<file path="src/rtl/clock_ratio_meter_if.sv">
// Measurement bus for clock_ratio_meter: the clock under test, timeout setting,
// and the ratio/valid/ready handshake with its status flags.
interface clock_ratio_meter_if;
   logic        clk_in;
   logic [31:0] timeout_limit;
   logic        ratio_ready;
   logic [31:0] ratio;
   logic        ratio_valid;
   logic        lock;
   logic        timeout;
   logic        overflow;

   modport master (
      input  clk_in,
      input  timeout_limit,
      input  ratio_ready,
      output ratio,
      output ratio_valid,
      output lock,
      output timeout,
      output overflow
   );

   modport slave (
      output clk_in,
      output timeout_limit,
      output ratio_ready,
      input  ratio,
      input  ratio_valid,
      input  lock,
      input  timeout,
      input  overflow
   );
endinterface

</file>
<file path="src/rtl/clock_ratio_meter.sv">
// Measures the half-period of an asynchronous divided clock in system clock
// cycles, with lock detection, edge timeout and a ready/valid result register.
module clock_ratio_meter (
   input logic                 clock,
   input logic                 reset,
   clock_ratio_meter_if.master meter
);

   typedef enum logic [1:0] {
      SEARCH,
      MEASURE,
      TIMEOUT
   } state_t;

   localparam logic [31:0] CNT_MAX = 32'hFFFF_FFFF;

   state_t      state;
   logic        s1;
   logic        s2;
   logic        s3;
   logic [31:0] cnt;
   logic [31:0] prev;
   logic [31:0] ratio_q;
   logic        valid_q;
   logic        lock_q;
   logic        timeout_q;
   logic        overflow_q;

   logic        sync_edge;
   logic        capture;
   logic        load;
   logic        timeout_hit;

   // Both clk_in transitions count; a capture is dropped only when the
   // consumer still holds an unaccepted result.
   always_comb begin
      sync_edge   = s2 ^ s3;
      capture     = (state == MEASURE) && sync_edge;
      load        = capture && (!valid_q || meter.ratio_ready);
      timeout_hit = (meter.timeout_limit != 32'd0) && (state != TIMEOUT) &&
                    !sync_edge && (cnt == meter.timeout_limit);
   end

   always_ff @(posedge clock) begin
      if (!reset) begin
         state      <= SEARCH;
         s1         <= 1'b0;
         s2         <= 1'b0;
         s3         <= 1'b0;
         cnt        <= 32'd0;
         prev       <= 32'd0;
         ratio_q    <= 32'd0;
         valid_q    <= 1'b0;
         lock_q     <= 1'b0;
         timeout_q  <= 1'b0;
         overflow_q <= 1'b0;
      end else begin
         s1 <= meter.clk_in;
         s2 <= s1;
         s3 <= s2;

         if (sync_edge) begin
            cnt <= 32'd1;
         end else if (cnt != CNT_MAX) begin
            cnt <= cnt + 32'd1;
         end

         if (load) begin
            ratio_q <= cnt;
            valid_q <= 1'b1;
         end else if (capture) begin
            overflow_q <= 1'b1;
         end else if (valid_q && meter.ratio_ready) begin
            valid_q <= 1'b0;
         end

         // prev is cleared on timeout, so the first capture after it can never lock.
         if (capture) begin
            prev   <= cnt;
            lock_q <= (cnt == prev);
         end

         case (state)
            SEARCH: begin
               if (sync_edge) begin
                  state <= MEASURE;
               end else if (timeout_hit) begin
                  state     <= TIMEOUT;
                  timeout_q <= 1'b1;
                  lock_q    <= 1'b0;
                  prev      <= 32'd0;
               end
            end
            MEASURE: begin
               if (timeout_hit) begin
                  state     <= TIMEOUT;
                  timeout_q <= 1'b1;
                  lock_q    <= 1'b0;
                  prev      <= 32'd0;
               end
            end
            TIMEOUT: begin
               if (sync_edge) begin
                  state     <= MEASURE;
                  timeout_q <= 1'b0;
               end
            end
            default: begin
               state <= SEARCH;
            end
         endcase
      end
   end

   always_comb begin
      meter.ratio       = ratio_q;
      meter.ratio_valid = valid_q;
      meter.lock        = lock_q;
      meter.timeout     = timeout_q;
      meter.overflow    = overflow_q;
   end

endmodule

</file>
<file path="src/flat_wrapper.sv">
// flat-port wrapper written by rule: the top's interface ports become plain ports
module clock_ratio_meter_flat 
  (clock, reset, meter_clk_in, meter_timeout_limit, meter_ratio_ready, meter_ratio, meter_ratio_valid, meter_lock, meter_timeout, meter_overflow);
  clock_ratio_meter_if meter_i ();
  input logic clock;
  input logic reset;
  input wire logic [$bits(meter_i.clk_in)-1:0] meter_clk_in;
  input wire logic [$bits(meter_i.timeout_limit)-1:0] meter_timeout_limit;
  input wire logic [$bits(meter_i.ratio_ready)-1:0] meter_ratio_ready;
  output wire logic [$bits(meter_i.ratio)-1:0] meter_ratio;
  output wire logic [$bits(meter_i.ratio_valid)-1:0] meter_ratio_valid;
  output wire logic [$bits(meter_i.lock)-1:0] meter_lock;
  output wire logic [$bits(meter_i.timeout)-1:0] meter_timeout;
  output wire logic [$bits(meter_i.overflow)-1:0] meter_overflow;
  assign meter_i.clk_in = meter_clk_in;
  assign meter_i.timeout_limit = meter_timeout_limit;
  assign meter_i.ratio_ready = meter_ratio_ready;
  assign meter_ratio = meter_i.ratio;
  assign meter_ratio_valid = meter_i.ratio_valid;
  assign meter_lock = meter_i.lock;
  assign meter_timeout = meter_i.timeout;
  assign meter_overflow = meter_i.overflow;
  clock_ratio_meter u_core (.clock(clock), .reset(reset), .meter(meter_i));
endmodule
</file>
<file path="config.mk">
export PLATFORM = sky130hd
export DESIGN_NAME = clock_ratio_meter_flat
export DESIGN_NICKNAME = d
export VERILOG_FILES = /design/src/rtl/clock_ratio_meter_if.sv /design/src/rtl/clock_ratio_meter.sv /design/src/flat_wrapper.sv
export SDC_FILE = /design/constraint.sdc
export NUM_CORES = 1
export LEC_CHECK = 0
export CAP_MARGIN = 20
export CORE_UTILIZATION = 55
export DETAILED_ROUTE_END_ITERATION = 6
export DONT_BUFFER_PORTS = 1
export GPL_TIMING_DRIVEN = 1
export PLACE_DENSITY = 0.72
export RECOVER_POWER = 25
export SYNTH_ARGS = -nofsm -noshare
export SYNTH_HDL_FRONTEND = slang
export SYNTH_SLANG_ARGS = --single-unit
</file>
<file path="constraint.sdc">
create_clock -name clock -period 2.8 [get_ports clock]
set_clock_uncertainty 0.1 [all_clocks]
set_input_delay 0.14 -clock clock [delete_from_list [all_inputs] [get_ports clock]]
set_output_delay 0.14 -clock clock [all_outputs]
set_load 0.05 [all_outputs]
</file>
==> run metrics <==
largest cells by area after synthesis dfxtp_1 (40%), nand2_1 (10%), xnor2_1 (7.5%), xor2_1 (6.7%), a21boi_0 (4.9%); num ports slightly above 70; P&R area growth vs syn 5.066%; Post-synth EDFFs 0; htree depth 3; CP Capture Type flop; Max-Cap Viols 0; Die H approximately 100 um; Synthesized Nets approximately 660; Synth Warn # 0; dpl cells 715; Arr. time, crit path 2.53 ns; hpwl dp slightly below 10 mm; core box area between 9000 and 10000 um^2; Root Driver clkbuf_8; Rel. slew slack 0.3262; Post-Route WL 13.16 mm; Remaining DRCs 0; syn_area_per_cell around 8.4 um^2; Slew @ Worst Pin just over 1 ns; Die ar. between 9000 and 10000 um^2; antenna violations before repair 0; # resized after CTS 0; post-synthesis sequential area ratio 0.4014; Port Buffers 0; net switching power 0.6056 mW; Net Sw Frac 0.2279; placed instance area 5249 um^2; Reg clk slew, reported paths approximately 0.10 ns; Mapped Area about 5200 um^2; most frequent cells in the layout nand2_1 (143), dfxtp_1 (105), xnor2_1 (45); first-pass GRT wire length 21.68 mm; die width about 100 um; GRT Residual Overflow 0; Setup crit start u_core.cnt[4]$_SDFFE_PP0P_; post-detailed-route count of antenna-violating nets 0; cell area after layout 5502 um^2; crit-path max FO 11; cell taking the most area after synthesis dfxtp_1; total CTS buffers 9; Clock Power Share 0.385; Final setup viols 0; Final Hold Viols 0; Antenna Cells 0; GRT Total Usage 0.2838; CP startpoint kind flop; internal power between 2 and 2.5 mW; Max IR drop VDD just under 300 uV; RSZ-0062 raised after global routing false; top cell type's share of synthesized area 0.4014; Synth cell types 50; TNS Setup 0 ns; 1st-pass router iterations 6; Post-Layout Cell Count roughly 740; slowest stage delay, CP 0.57 ns; vias about 4300; placer congestion estimate between 0.9 and 1; hold_sp reset; Reg power frac 0.567; wire length per cell 17.91 um; worst hold slack about 0.11 ns; Hold Path Class primary input to flop; Setup Buffers After CTS 0; top_reg_cell synth dfxtp_1; CTS tree yes; kind of critical path flop to flop; Reg2Reg Launch Point u_core.cnt[4]$_SDFFE_PP0P_; Filler Cell Count 830; Yosys reg bits 105; min cycle time layout ~2.4 ns; drt initial violations 235; Initial Util 0.5667; Max Freq roughly 420 MHz; largest net degree at the start of global routing 42; Final Max Tran Viols 0; status finished, final reports clean; Critical Path, Cell by Cell and4_1 > nand3_1 > o311ai_0 > xor2_1 > nor2_1; clock tree buffer depth 2; post-layout util 0.5954; Final nets approximately 640; # hold bufs at CTS 3; ys async rst share 0; FP Rows 35; Logic pwr share 0.049; layout cell share with drive strength beyond 1 0.08911; pwr dens between 400 and 500 nW/um^2; Syn Inst Count between 600 and 700; via/cell ratio just under 6; Clock Latency Late Sink ~0.38 ns; Data required, critical path between 2 and 3 ns; Final period util 0.8415; Clock Sinks between 100 and 150; number of global-route vias before repair between 4000 and 5000; Leak roughly 1.9 nW; Worst path slowest cell o311ai_0; most common cell after layout, fill and taps aside nand2_1
==> cell families (layout without fill, tap and decap cells) <==
family | count (synthesis) | after routing | synth area share
flops | 105 | 105 | 0.4014
compound gates | 109 | 109 | 0.1501
buf+inv | 69 | 48 | 0.06786
simple gates | 256 | 256 | 0.2323
fa+ha+maj | 1 | 1 | 0.002389
mux | 2 | 2 | 0.003823
xor+xnor | 85 | 85 | 0.1422
==> state kept, by name (all words and copies together), names as in the netlist <==
register,flops
u_core.s1,1
u_core.meter.timeout,1
u_core.meter.overflow,1
u_core.prev,32
u_core.cnt,32
u_core.state,2
u_core.meter.ratio,32
u_core.s3,1
u_core.meter.ratio_valid,1
u_core.s2,1
u_core.meter.lock,1
==> power groups by stage <==
stage / Sequential (mW) / Combinational (mW) / Clock [mW]
finish: 1.51 / 0.129 / 1.02
global route: 1.51 / 0.141 / 1.11
CTS: 1.51 / 0.127 / 1.04
detailed placement: 1.54 / 0.116 / 0
global placement: 1.54 / 0.115 / 0
floorplan: 1.54 / 0.0966 / 0
==> per-stage QoR <==
step	setup WS [ns]	total power, mW
after global routing	0.1877	2.760
after floorplan	0.8370	1.637
final	0.4439	2.658
after global placement	0.5039	1.656
after detailed placement	0.5233	1.657
after CTS	0.4980	2.674
==> worst paths after layout <==
path	end	slack, ns	cells after the start
worst max register to register	u_core.cnt[5]$_SDFFE_PP0P_	0.44	5
worst max-delay path	u_core.cnt[5]$_SDFFE_PP0P_	0.44	5
worst min-delay path	u_core.cnt[15]$_SDFFE_PP0P_	0.11	2
worst min register to register	u_core.s2$_SDFF_PN0_	0.36	1
==> final cells by class <==
class	instances	area, um^2	area share
multi-input cells	453	2779	0.5051
flip-flops and latches	105	2102	0.3821
repair buffers	31	244.0	0.04435
well taps	129	161.4	0.02934
clock buffers	11	131.4	0.02388
clock inverters	5	80.08	0.01456
inverters	1	3.754	0.0006823
==> worst max-delay path, delay by kind of cell (launching register included) <==
kind / cells / cell delay, ns
AND/OR/NAND/NOR: 3 / 0.86
XOR/XNOR: 1 / 0.19
AO/OA/AOI/OAI: 1 / 0.57
flip-flops: 1 / 0.54
==> metal layers <==
metal | vias up | track usage | wire (um) | share of wire
met3 | 37 | 0.06465 | 1033 | 0.078
met2 | 179 | 0.4813 | 6319 | 0.48
li1 | 2066 | - | - | -
met1 | 2019 | 0.3448 | 5421 | 0.41
met5 | - | 0 | 0 | 0
met4 | 0 | 0.1244 | 387 | 0.029
==> synthesized netlist by cell type, types with 3 or more instances <==
cell type and number:
a21oi_2 3, or3_1 4, buf_2 31, buf_6 6
nand2_1 143, a21oi_1 36, and2_1 7, or4_1 3
nand3_1 15, nor2_1 21, o21a_1 4, xor2_1 40
o311ai_0 3, o31ai_1 4, a211oi_1 3, nor3_1 3
nand4_1 16, and3_1 6, a31oi_1 5, a21boi_0 34
and4_1 7, clkbuf_1 26, xnor2_1 45, o21ai_0 3
dfxtp_1 105, buf_4 3, nor4_1 21
Power figures use the tool's default switching activity.
